File: src/rtl/ps2_pkg.sv
// Shared types and constants for the memory-mapped PS/2 keyboard receiver.
package ps2_pkg;

   typedef enum logic [1:0] {
      IDLE,
      DATA,
      PARITY,
      STOP
   } state_t;

   localparam int NOT_EMPTY = 0;
   localparam int OVERFLOW  = 1;
   localparam int FRAME_ERR = 2;
   localparam int COUNT_LSB = 8;

   localparam logic [63:0] DATA_ADDRESS_DEFAULT   = 64'h31000;
   localparam logic [63:0] STATUS_ADDRESS_DEFAULT = 64'h31001;

   // A frame is good when the stop bit is high and byte plus parity has odd weight.
   function automatic logic frame_ok(input logic [7:0] byte_val,
                                     input logic       parity_bit,
                                     input logic       stop_bit);
      return stop_bit & (^{byte_val, parity_bit});
   endfunction

endpackage

File: src/rtl/ps2_keyboard_if.sv
// CPU bus seen by the keyboard receiver: one-cycle read/write strobes, registered read data.
interface ps2_keyboard_if;
   logic [63:0] address;
   logic        read;
   logic        write;
   logic [63:0] data_in;
   logic [63:0] data_out;

   modport master (output address, read, write, data_in, input data_out);
   modport slave  (input address, read, write, data_in, output data_out);
endinterface

File: src/rtl/ps2_keyboard_byte_fifo.sv
// Byte FIFO with combinational head, wrapping pointers and an occupancy counter.
module byte_fifo #(
   parameter int DEPTH = 16
) (
   input  logic                         clock,
   input  logic                         reset,
   input  logic                         push,
   input  logic [7:0]                   din,
   input  logic                         pop,
   output logic [7:0]                   dout,
   output logic                         full,
   output logic                         empty,
   output logic [$clog2(DEPTH+1)-1:0]   count
);

   localparam int PW = $clog2(DEPTH);
   localparam int CW = $clog2(DEPTH+1);

   logic [7:0]    mem [DEPTH];
   logic [PW-1:0] wr_ptr;
   logic [PW-1:0] rd_ptr;
   logic          push_ok;
   logic          pop_ok;

   assign full    = (count == CW'(DEPTH));
   assign empty   = (count == '0);
   assign dout    = mem[rd_ptr];
   // A pop in the same cycle frees the slot, so a push into a full FIFO still lands.
   assign pop_ok  = pop & ~empty;
   assign push_ok = push & (~full | pop_ok);

   always_ff @(posedge clock) begin
      if (push_ok) begin
         mem[wr_ptr] <= din;
      end
   end

   always_ff @(posedge clock) begin
      if (reset) begin
         wr_ptr <= '0;
         rd_ptr <= '0;
         count  <= '0;
      end else begin
         if (push_ok) begin
            wr_ptr <= wr_ptr + 1'b1;
         end
         if (pop_ok) begin
            rd_ptr <= rd_ptr + 1'b1;
         end
         if (push_ok && !pop_ok) begin
            count <= count + 1'b1;
         end else if (pop_ok && !push_ok) begin
            count <= count - 1'b1;
         end
      end
   end

endmodule

File: src/rtl/ps2_keyboard.sv
// PS/2 device-to-host receiver: synchronizers, clock glitch filter, frame FSM,
// timeout, sticky flags and the data/status register decode.
module ps2_keyboard
   import ps2_pkg::*;
#(
   parameter logic [63:0] DATA_ADDRESS   = DATA_ADDRESS_DEFAULT,
   parameter logic [63:0] STATUS_ADDRESS = STATUS_ADDRESS_DEFAULT,
   parameter int          FIFO_DEPTH     = 16,
   parameter int          FILTER_CYCLES  = 8,
   parameter int          TIMEOUT_CYCLES = 50000
) (
   input  logic           clock,
   input  logic           reset,
   ps2_keyboard_if.slave  bus,
   input  logic           ps2_clk,
   input  logic           ps2_data
);

   localparam int CW = $clog2(FIFO_DEPTH+1);
   localparam int FW = $clog2(FILTER_CYCLES+1);
   localparam int TW = $clog2(TIMEOUT_CYCLES+1);

   logic          clk_s1, clk_s2, dat_s1, dat_s2;
   logic          filt_clk;
   logic [FW-1:0] filt_cnt;
   logic          fall;

   state_t        state, state_next;
   logic [2:0]    bit_cnt;
   logic [7:0]    shift;
   logic          parity_bit;
   logic [TW-1:0] tmo_cnt;
   logic          timeout_hit;
   logic          push_req;
   logic          err_set;

   logic [7:0]    fifo_dout;
   logic          fifo_full, fifo_empty;
   logic [CW-1:0] fifo_count;
   logic          data_read, status_read, status_write, pop;
   logic          overflow, frame_err, overflow_set;
   logic [63:0]   status_word;
   logic          unused_data_in;

   always_ff @(posedge clock) begin
      if (reset) begin
         clk_s1 <= 1'b1;
         clk_s2 <= 1'b1;
         dat_s1 <= 1'b1;
         dat_s2 <= 1'b1;
      end else begin
         clk_s1 <= ps2_clk;
         clk_s2 <= clk_s1;
         dat_s1 <= ps2_data;
         dat_s2 <= dat_s1;
      end
   end

   // The filtered level flips only after FILTER_CYCLES consecutive samples of the new level;
   // the falling edge is flagged in the cycle that commits the flip.
   assign fall = filt_clk & ~clk_s2 & (filt_cnt == FW'(FILTER_CYCLES-1));

   always_ff @(posedge clock) begin
      if (reset) begin
         filt_clk <= 1'b1;
         filt_cnt <= '0;
      end else if (clk_s2 == filt_clk) begin
         filt_cnt <= '0;
      end else if (filt_cnt == FW'(FILTER_CYCLES-1)) begin
         filt_clk <= clk_s2;
         filt_cnt <= '0;
      end else begin
         filt_cnt <= filt_cnt + 1'b1;
      end
   end

   assign timeout_hit = (state != IDLE) & ~fall & (tmo_cnt == TW'(TIMEOUT_CYCLES-1));

   always_ff @(posedge clock) begin
      if (reset || state == IDLE || fall) begin
         tmo_cnt <= '0;
      end else begin
         tmo_cnt <= tmo_cnt + 1'b1;
      end
   end

   always_ff @(posedge clock) begin
      if (reset) begin
         state      <= IDLE;
         bit_cnt    <= '0;
         shift      <= '0;
         parity_bit <= 1'b0;
      end else begin
         state <= state_next;
         if (fall) begin
            case (state)
               IDLE:   bit_cnt <= '0;
               DATA: begin
                  shift   <= {dat_s2, shift[7:1]};
                  bit_cnt <= bit_cnt + 1'b1;
               end
               PARITY: parity_bit <= dat_s2;
               default: ;
            endcase
         end
      end
   end

   always_comb begin
      state_next = state;
      push_req   = 1'b0;
      err_set    = 1'b0;
      case (state)
         IDLE:   if (fall && !dat_s2) state_next = DATA;
         DATA:   if (fall && bit_cnt == 3'd7) state_next = PARITY;
         PARITY: if (fall) state_next = STOP;
         STOP: begin
            if (fall) begin
               state_next = IDLE;
               if (frame_ok(shift, parity_bit, dat_s2)) begin
                  push_req = 1'b1;
               end else begin
                  err_set = 1'b1;
               end
            end
         end
         default: state_next = IDLE;
      endcase
      if (timeout_hit) begin
         state_next = IDLE;
         err_set    = 1'b1;
      end
   end

   assign data_read    = bus.read  && (bus.address == DATA_ADDRESS);
   assign status_read  = bus.read  && (bus.address == STATUS_ADDRESS);
   assign status_write = bus.write && (bus.address == STATUS_ADDRESS);
   assign pop          = data_read & ~fifo_empty;
   assign overflow_set = push_req & fifo_full & ~pop;
   assign unused_data_in = ^{bus.data_in[63:3], bus.data_in[0]};

   byte_fifo #(.DEPTH(FIFO_DEPTH)) u_fifo (
      .clock (clock),
      .reset (reset),
      .push  (push_req),
      .din   (shift),
      .pop   (pop),
      .dout  (fifo_dout),
      .full  (fifo_full),
      .empty (fifo_empty),
      .count (fifo_count)
   );

   always_comb begin
      status_word                      = '0;
      status_word[NOT_EMPTY]           = ~fifo_empty;
      status_word[OVERFLOW]            = overflow;
      status_word[FRAME_ERR]           = frame_err;
      status_word[COUNT_LSB +: 8]      = 8'(fifo_count);
   end

   // Sticky flags: a set in the same cycle as a clear wins.
   always_ff @(posedge clock) begin
      if (reset) begin
         overflow  <= 1'b0;
         frame_err <= 1'b0;
      end else begin
         overflow  <= overflow_set | (overflow  & ~(status_write & bus.data_in[1]));
         frame_err <= err_set      | (frame_err & ~(status_write & bus.data_in[2]));
      end
   end

   always_ff @(posedge clock) begin
      if (reset) begin
         bus.data_out <= '0;
      end else if (bus.read) begin
         if (pop) begin
            bus.data_out <= {56'b0, fifo_dout};
         end else if (status_read) begin
            bus.data_out <= status_word;
         end else begin
            bus.data_out <= '0;
         end
      end
   end

endmodule

File: src/flat_wrapper.sv
// flat-port wrapper written by rule: the top's interface ports become plain ports
module ps2_keyboard_flat import ps2_pkg::*;
#(
   parameter logic [63:0] DATA_ADDRESS   = DATA_ADDRESS_DEFAULT,
   parameter logic [63:0] STATUS_ADDRESS = STATUS_ADDRESS_DEFAULT,
   parameter int          FIFO_DEPTH     = 16,
   parameter int          FILTER_CYCLES  = 8,
   parameter int          TIMEOUT_CYCLES = 50000
)
  (clock, reset, ps2_clk, ps2_data, bus_address, bus_read, bus_write, bus_data_in, bus_data_out);
  ps2_keyboard_if bus_i ();
  input  logic clock;
  input  logic reset;
  input  logic ps2_clk;
  input  logic ps2_data;
  input wire logic [$bits(bus_i.address)-1:0] bus_address;
  input wire logic [$bits(bus_i.read)-1:0] bus_read;
  input wire logic [$bits(bus_i.write)-1:0] bus_write;
  input wire logic [$bits(bus_i.data_in)-1:0] bus_data_in;
  output wire logic [$bits(bus_i.data_out)-1:0] bus_data_out;
  assign bus_i.address = bus_address;
  assign bus_i.read = bus_read;
  assign bus_i.write = bus_write;
  assign bus_i.data_in = bus_data_in;
  assign bus_data_out = bus_i.data_out;
  ps2_keyboard #(.DATA_ADDRESS(DATA_ADDRESS), .STATUS_ADDRESS(STATUS_ADDRESS), .FIFO_DEPTH(FIFO_DEPTH), .FILTER_CYCLES(FILTER_CYCLES), .TIMEOUT_CYCLES(TIMEOUT_CYCLES)) u_core (.clock(clock), .reset(reset), .bus(bus_i), .ps2_clk(ps2_clk), .ps2_data(ps2_data));
endmodule
File: config.mk
export PLATFORM = sky130hd
export DESIGN_NAME = ps2_keyboard_flat
export DESIGN_NICKNAME = d
export VERILOG_FILES = /design/src/rtl/ps2_pkg.sv /design/src/rtl/ps2_keyboard_if.sv /design/src/rtl/ps2_keyboard_byte_fifo.sv /design/src/rtl/ps2_keyboard.sv /design/src/flat_wrapper.sv
export SDC_FILE = /design/constraint.sdc
export NUM_CORES = 1
export LEC_CHECK = 0
export CAP_MARGIN = 0
export CORE_MARGIN = 3
export CORE_UTILIZATION = 45
export DETAILED_ROUTE_END_ITERATION = 10
export PLACE_DENSITY = 0.78
export SLEW_MARGIN = 10
export SYNTH_ARGS = -nofsm -noshare
export SYNTH_HDL_FRONTEND = slang
export SYNTH_SLANG_ARGS = --single-unit
File: constraint.sdc
create_clock -name clock -period 3.3 [get_ports clock]
set_clock_uncertainty 0.05 [all_clocks]
set_input_delay 0.33 -clock clock [delete_from_list [all_inputs] [get_ports clock]]
set_output_delay 0.33 -clock clock [all_outputs]
set_load 0.01 [all_outputs]
Word-level counts from Yosys, hierarchy flattened
Memory sizes are Yosys's and may differ from the RTL's. A register that Yosys moved wholly into a read port is not among the register bits.
Index checks and enable logic that the tools add are counted.
{"block": "totals", "regBits": 118, "ram_bits": 128, "input_bits": 134, "output_inout_bits": 64, "elab_cells": 110, "mem_count": 1}
{"block": "classes", "add_sub_neg": 7, "n_eq_ne": 14, "mux": 21, "bitwise": 25, "reduce_logical": 25}
{"name": "u_core.u_fifo.mem", "words": 16, "word_bits": 8, "read_ports": 1, "rd_clocked_by_memory_dff": 1, "wr": 1, "line_no": "ps2_keyboard_byte_fifo.sv:19", "source": "logic [7:0] mem [DEPTH];"}
{"operator": "$eq A64 B18 Y1 const B", "n": 2}
{"operator": "$mux W64", "n": 1}
{"operator": "$add A16 B1 Y16 const B", "n": 1}
{"operator": "$eq A16 B16 Y1 const B", "n": 1}
{"operator": "$and A1 B1 Y1", "n": 14}
{"operator": "$mux W13", "n": 1}
{"operator": "$add A4 B1 Y4 const B", "n": 3}
{"operator": "$mux W5", "n": 2}
{"operator": "$mux W1", "n": 9}
{"operator": "$reduce_xor A9 Y1", "n": 1}
{"operator": "$mux W2", "n": 4}
{"operator": "$mux W4", "n": 2}
{"operator": "$not A1 Y1", "n": 8}
{"operator": "$pmux W2 S4", "n": 1}
{"operator": "$reduce_and A2 Y1", "n": 4}
{"operator": "$logic_and A1 B1 Y1", "n": 7}
{"operator": "$ne A2 B1 Y1 const B", "n": 3}
{"operator": "$pmux W3 S2", "n": 1}
{"operator": "$reduce_bool A2 Y1", "n": 3}
{"operator": "$add A5 B1 Y5 const B", "n": 1}
{"operator": "$eq A5 B5 Y1 const B", "n": 1}
{"operator": "$logic_not A5 Y1", "n": 1}
{"operator": "$sub A5 B1 Y5 const B", "n": 1}
{"operator": "$eq A2 B2 Y1 const B", "n": 2}
{"operator": "other kinds (13)", "n": 18}

Logic depth before layout (Yosys ltp)
{"block": "logic_depth", "depth_word": 10, "ltp_mapped": 15, "mapped_depth_nobuf": 14}

By module
From an unflattened synthesis, not the netlist that was laid out.
{"block": "unflattened", "hier_cells": 676, "hier_area_um2": 8809.7}
{"module": "byte_fifo", "n_inst": 1, "cells_per_inst": 312, "area_each_um2": 5794.3, "seq_area_each_um2": 4184.0}
{"module": "ps2_keyboard", "n_inst": 1, "cells_per_inst": 364, "area_each_um2": 3015.4, "seq_area_each_um2": 1081.0}

Least setup slack after synthesis
Ideal clock, no wire load.
{"block": "synth_timing", "kind": "register to register", "from": "register u_core.shift[2]", "to": "register u_core.u_fifo.count[4]", "setup_ns": 0.070, "arrival_time_ns": 3.413, "required_time_ns": 3.180, "path_slack_ns": -0.233, "stages_incl_launch_ff": 15, "path_buffers": 1, "period_less_slack_ns": 3.533, "cell_sequence": "dfxtp_1 > xnor2_1 > xnor3_1 > xnor2_2 > nand4_4 > nor2_2 > buf_2 > ha_1 > inv_1 > fa_1 > a21o_1 > a21oi_1 > xnor2_1 > or3_1 > a21oi_1"}
{"block": "synth_via", "elab_chain_cells": 9, "word_cells_on_any_way": 11, "cone_classes": "mux (4); bitwise (2); reduce/logical (5)"}
{"element": "start, declared", "line_no": "ps2_keyboard.sv:30", "source": "logic [7:0] shift;"}
{"element": "start signal, assigned", "line_no": "ps2_keyboard.sv:99", "source": "shift <= {dat_s2, shift[7:1]};"}
{"element": "$reduce_xor A9 Y1 (*)", "line_no": "ps2_pkg.sv:23", "source": "return stop_bit & (^{byte_val, parity_bit});"}
{"element": "$and A1 B1 Y1 (*)", "line_no": "ps2_pkg.sv:23"}
{"element": "$mux W1 (*)", "line_no": "ps2_keyboard.sv:120", "source": "if (frame_ok(shift, parity_bit, dat_s2)) begin"}
{"element": "$mux W1 (*)", "line_no": "ps2_keyboard.sv:118", "source": "if (fall) begin"}
{"element": "$mux W1 (*)", "line_no": "ps2_keyboard.sv:113", "source": "case (state)"}
{"element": "$and A1 B1 Y1 (*)", "line_no": "ps2_keyboard_byte_fifo.sv:30", "source": "assign push_ok = push & (~full | pop_ok);"}
{"element": "$logic_not A1 Y1", "line_no": "ps2_keyboard_byte_fifo.sv:52", "source": "end else if (pop_ok && !push_ok) begin"}
{"element": "$logic_and A1 B1 Y1", "line_no": "ps2_keyboard_byte_fifo.sv:52"}
{"element": "$reduce_bool A2 Y1 (no source line)"}
{"element": "end signal, assigned", "line_no": "ps2_keyboard_byte_fifo.sv:51", "source": "count <= count + 1'b1;"}
{"element": "end signal, assigned", "line_no": "ps2_keyboard_byte_fifo.sv:53", "source": "count <= count - 1'b1;"}
{"element": "end, declared", "line_no": "ps2_keyboard_byte_fifo.sv:13", "source": "output logic [$clog2(DEPTH+1)-1:0] count"}
Mark *: on every way between the ends. The rest lies on a longest branch, timed or not.
A chain may end at the register's enable or synchronous reset.

Worst setup path after layout
{"block": "layout_timing", "from": "register u_core.shift[3]", "to": "register u_core.u_fifo.count[4]"}
The elaborated chain is that of the path after synthesis.

==> summary.txt <==
Crit Reg-Reg Startpoint: u_core.shift[3]
Mean Syn Cell Area: 13.7 sq um
Worst R2R Setup Slack: 0.16 ns
critical path arrival: 3.46 ns
largest net degree at the start of global routing: 53
vias in the first global route: 4977
DIE HEIGHT: 144 um
area leader, netlist: edfxtp_1
layout net count: 893
post-synth top area share: 0.447
Critical path buffers and inverters: 1
Synth Cell Area: 8610 sq um
# clock sinks: 199
Power Dens Cells: 468 nW/um^2
Slew headroom: 0.420
I/O pin total: 198
Hold Crit Start: u_core.clk_s1
routed via count: 5071
Total Routing Usage GR: 0.164
die width: 144 um
antenna violations before repair: 0
Final Hold Violating Endpoints: 0
DPL Wire Length: 11500 um
final core utilization: 0.564
crit path max-delay cell type: xnor3_1
Post-synth EDFFs: 128
Max stage delay on crit path: 0.46 ns
root buffer cell: clkbuf_16
Clk Latency, worst-skew pair: 0.44 ns
min Tclk post-route: 3.14 ns
status: completed
commonest non-fill, non-tap cell in the layout: edfxtp_1
post-synthesis cell type count: 51
H-tree levels: 4
CP endpoint kind: flip-flop
# hold bufs at CTS: 0
Routed WL: 16700 um
Syn-to-layout area delta: 20.5%
Via-to-Cell Ratio: 5.16
Final WS setup: 0.159 ns
required time of the critical path: 3.62 ns
worst-path maximum fanout: 4
Starting DRT DRC Count: 341
CP most frequent cell: xnor2_2
crit-path leading delay family: XOR/XNOR gates
row count: 49
Crit Path Class: reg2reg
Synth area leaders: edfxtp_1 (45%), dfxtp_1 (17%), mux4_2 (9.7%), buf_4 (4.4%), ha_1 (2.6%)
R2R depth: 13
Die ar.: 20800 sq um
FFs w/ async S/R, synth: 0
Inserted Diodes: 0
CTS Buf Count: 17
total leakage power: 3.61 nW
Worst Hold Class: reg2reg
Wirelength per Cell: 17.0 um
Core Box Area: 18400 sq um
Ys Warns: 0
CTS tree: yes
clk buf depth: 2
worst hold stages: 1
FILL cells: 1450
Final Cycle Share: 0.952
Crit Reg-Reg Endpoint: u_core.u_fifo.count[4]
Worst-path clk slew: 0.07 ns
FMAX: 0.318 GHz
Max-cap violations: 0
Setup-failing EPs final: 0
Place WS: -0.319 ns
Main synth FF type: edfxtp_1
PortBufs: 84
setup TNS: 0 ns
drt drc: 0
flops & latches, synth: 199
most frequent cells in the layout: edfxtp_1 (128), clkdlybuf4s50_1 (83), dfxtp_1 (64)
Slew @ Worst Pin: 0.871 ns
proportion of layout cells with a drive suffix above 1: 0.174
starting density of the core: 0.468
TritonRoute pass-1 iters: 4
Syn Inst Count: 630
CP Launch Type: flip-flop
post-synthesis sequential area ratio: 0.612
Placer Congestion: 0.782
Hold EP: u_core.clk_s2
Slew Viols, Final: 0
Hold Slack: 0.363 ns
ANT nets after route: 0
first-pass GRT wire length: 26400 um
CP Cell Sequence: xnor2_2, xnor3_1, xnor2_2, nand4_4, nor2_4, ha_2, inv_2, fa_1, a21o_1, a21oi_2, xnor2_1, or3_1, a21oi_1
Max IR drop VDD: 395 uV
total gr overflow: 0
unrepaired setup endpoints after global routing: true
Design Power: 0.00485 W
## sequential cells by signal, summed over array words and instances (netlist names), 2 cells and up, named ones only
| register | cells |
|---|---|
| u_core.u_fifo.count | 5 |
| u_core.u_fifo.rd_ptr | 4 |
| u_core.shift | 8 |
| u_core.tmo_cnt | 16 |
| u_core.bus.data_out | 13 |
| u_core.bit_cnt | 3 |
| u_core.u_fifo.wr_ptr | 4 |
| u_core.u_fifo.mem | 128 |
| u_core.state | 2 |
| u_core.filt_cnt | 4 |
## per-stage QoR
stage               std cells  area (sq um)
global route              982         10400
finish                    982         10400
global placement          948          9690
detailed placement        948          9690
CTS                       980         10300
floorplan                 680          8810
## cell families (layout without fill, tap and decap cells)
group                      Yosys count  count (layout)  synth area share
DFF                                199             199             0.612
and+or+nand+nor                    190             190             0.119
xor gates and xnor gates            29              29            0.0329
AOI/OAI and AO/OA                   60              60            0.0409
muxes                               44              44             0.105
buffers and inverters               88             161            0.0614
adders and majority gates           19              19            0.0285
other                                1              51          0.000436
## synth_stat cells (12+ instances only)
cell / n
nand2_1: 34
nor4_1: 16
and3_1: 18
inv_1: 12
dfxtp_1: 71
xnor2_1: 13
buf_4: 51
edfxtp_1: 128
mux4_2: 37
nand3_1: 18
nor2_1: 47
ha_1: 18
clkbuf_1: 19
xor2_1: 13
a21oi_1: 34
## metal layers
layer	wire, um	up-vias	global-route usage
li1	-	2443	-
met1	7210	2473	0.225
met2	8580	138	0.264
met3	699	17	0.0341
met4	214	0	0.0535
met5	0	-	0
## layout make-up
type / instances / area, sq um / share of cell area
Tap cell: 229 / 287 / 0.0276
Clock buffer: 21 / 514 / 0.0496
Clock inverter: 11 / 97.6 / 0.00941
Multi-Input combinational cell: 393 / 3060 / 0.295
Sequential cell: 199 / 5280 / 0.509
Timing Repair Buffer: 116 / 1090 / 0.105
Inverter: 13 / 48.8 / 0.00471
## how the worst max path moves through the flow
stage / cells after the start / slack [ns] / startpoint / endpoint
final: 13 / 0.16 / u_core.shift[3] / u_core.u_fifo.count[4]
after global routing: 13 / -0.05 / u_core.shift[3] / u_core.u_fifo.count[4]
after CTS: 13 / 0.04 / u_core.shift[1] / u_core.u_fifo.count[4]
after detailed placement: 15 / -0.32 / bus_address[7] / u_core.u_fifo.count[4]
after global placement: 15 / -0.28 / bus_address[7] / u_core.u_fifo.count[4]
after floorplan: 14 / 0.02 / bus_address[53] / u_core.u_fifo.count[4]
## power by group
| part | total [W] | internal [W] | switching, W |
|---|---|---|---|
| sequential | 0.00262 | 0.00262 | 0.00000263 |
| combinational | 0.000149 | 0.0000867 | 0.0000626 |
| clock | 0.00208 | 0.00114 | 0.000936 |
## timing repair
item                       CTS  global route
setup endpoints to repair    0             2
setup buffers                0             2
gates resized for setup      0            10
No activity file was read; power rests on OpenSTA's default activity.
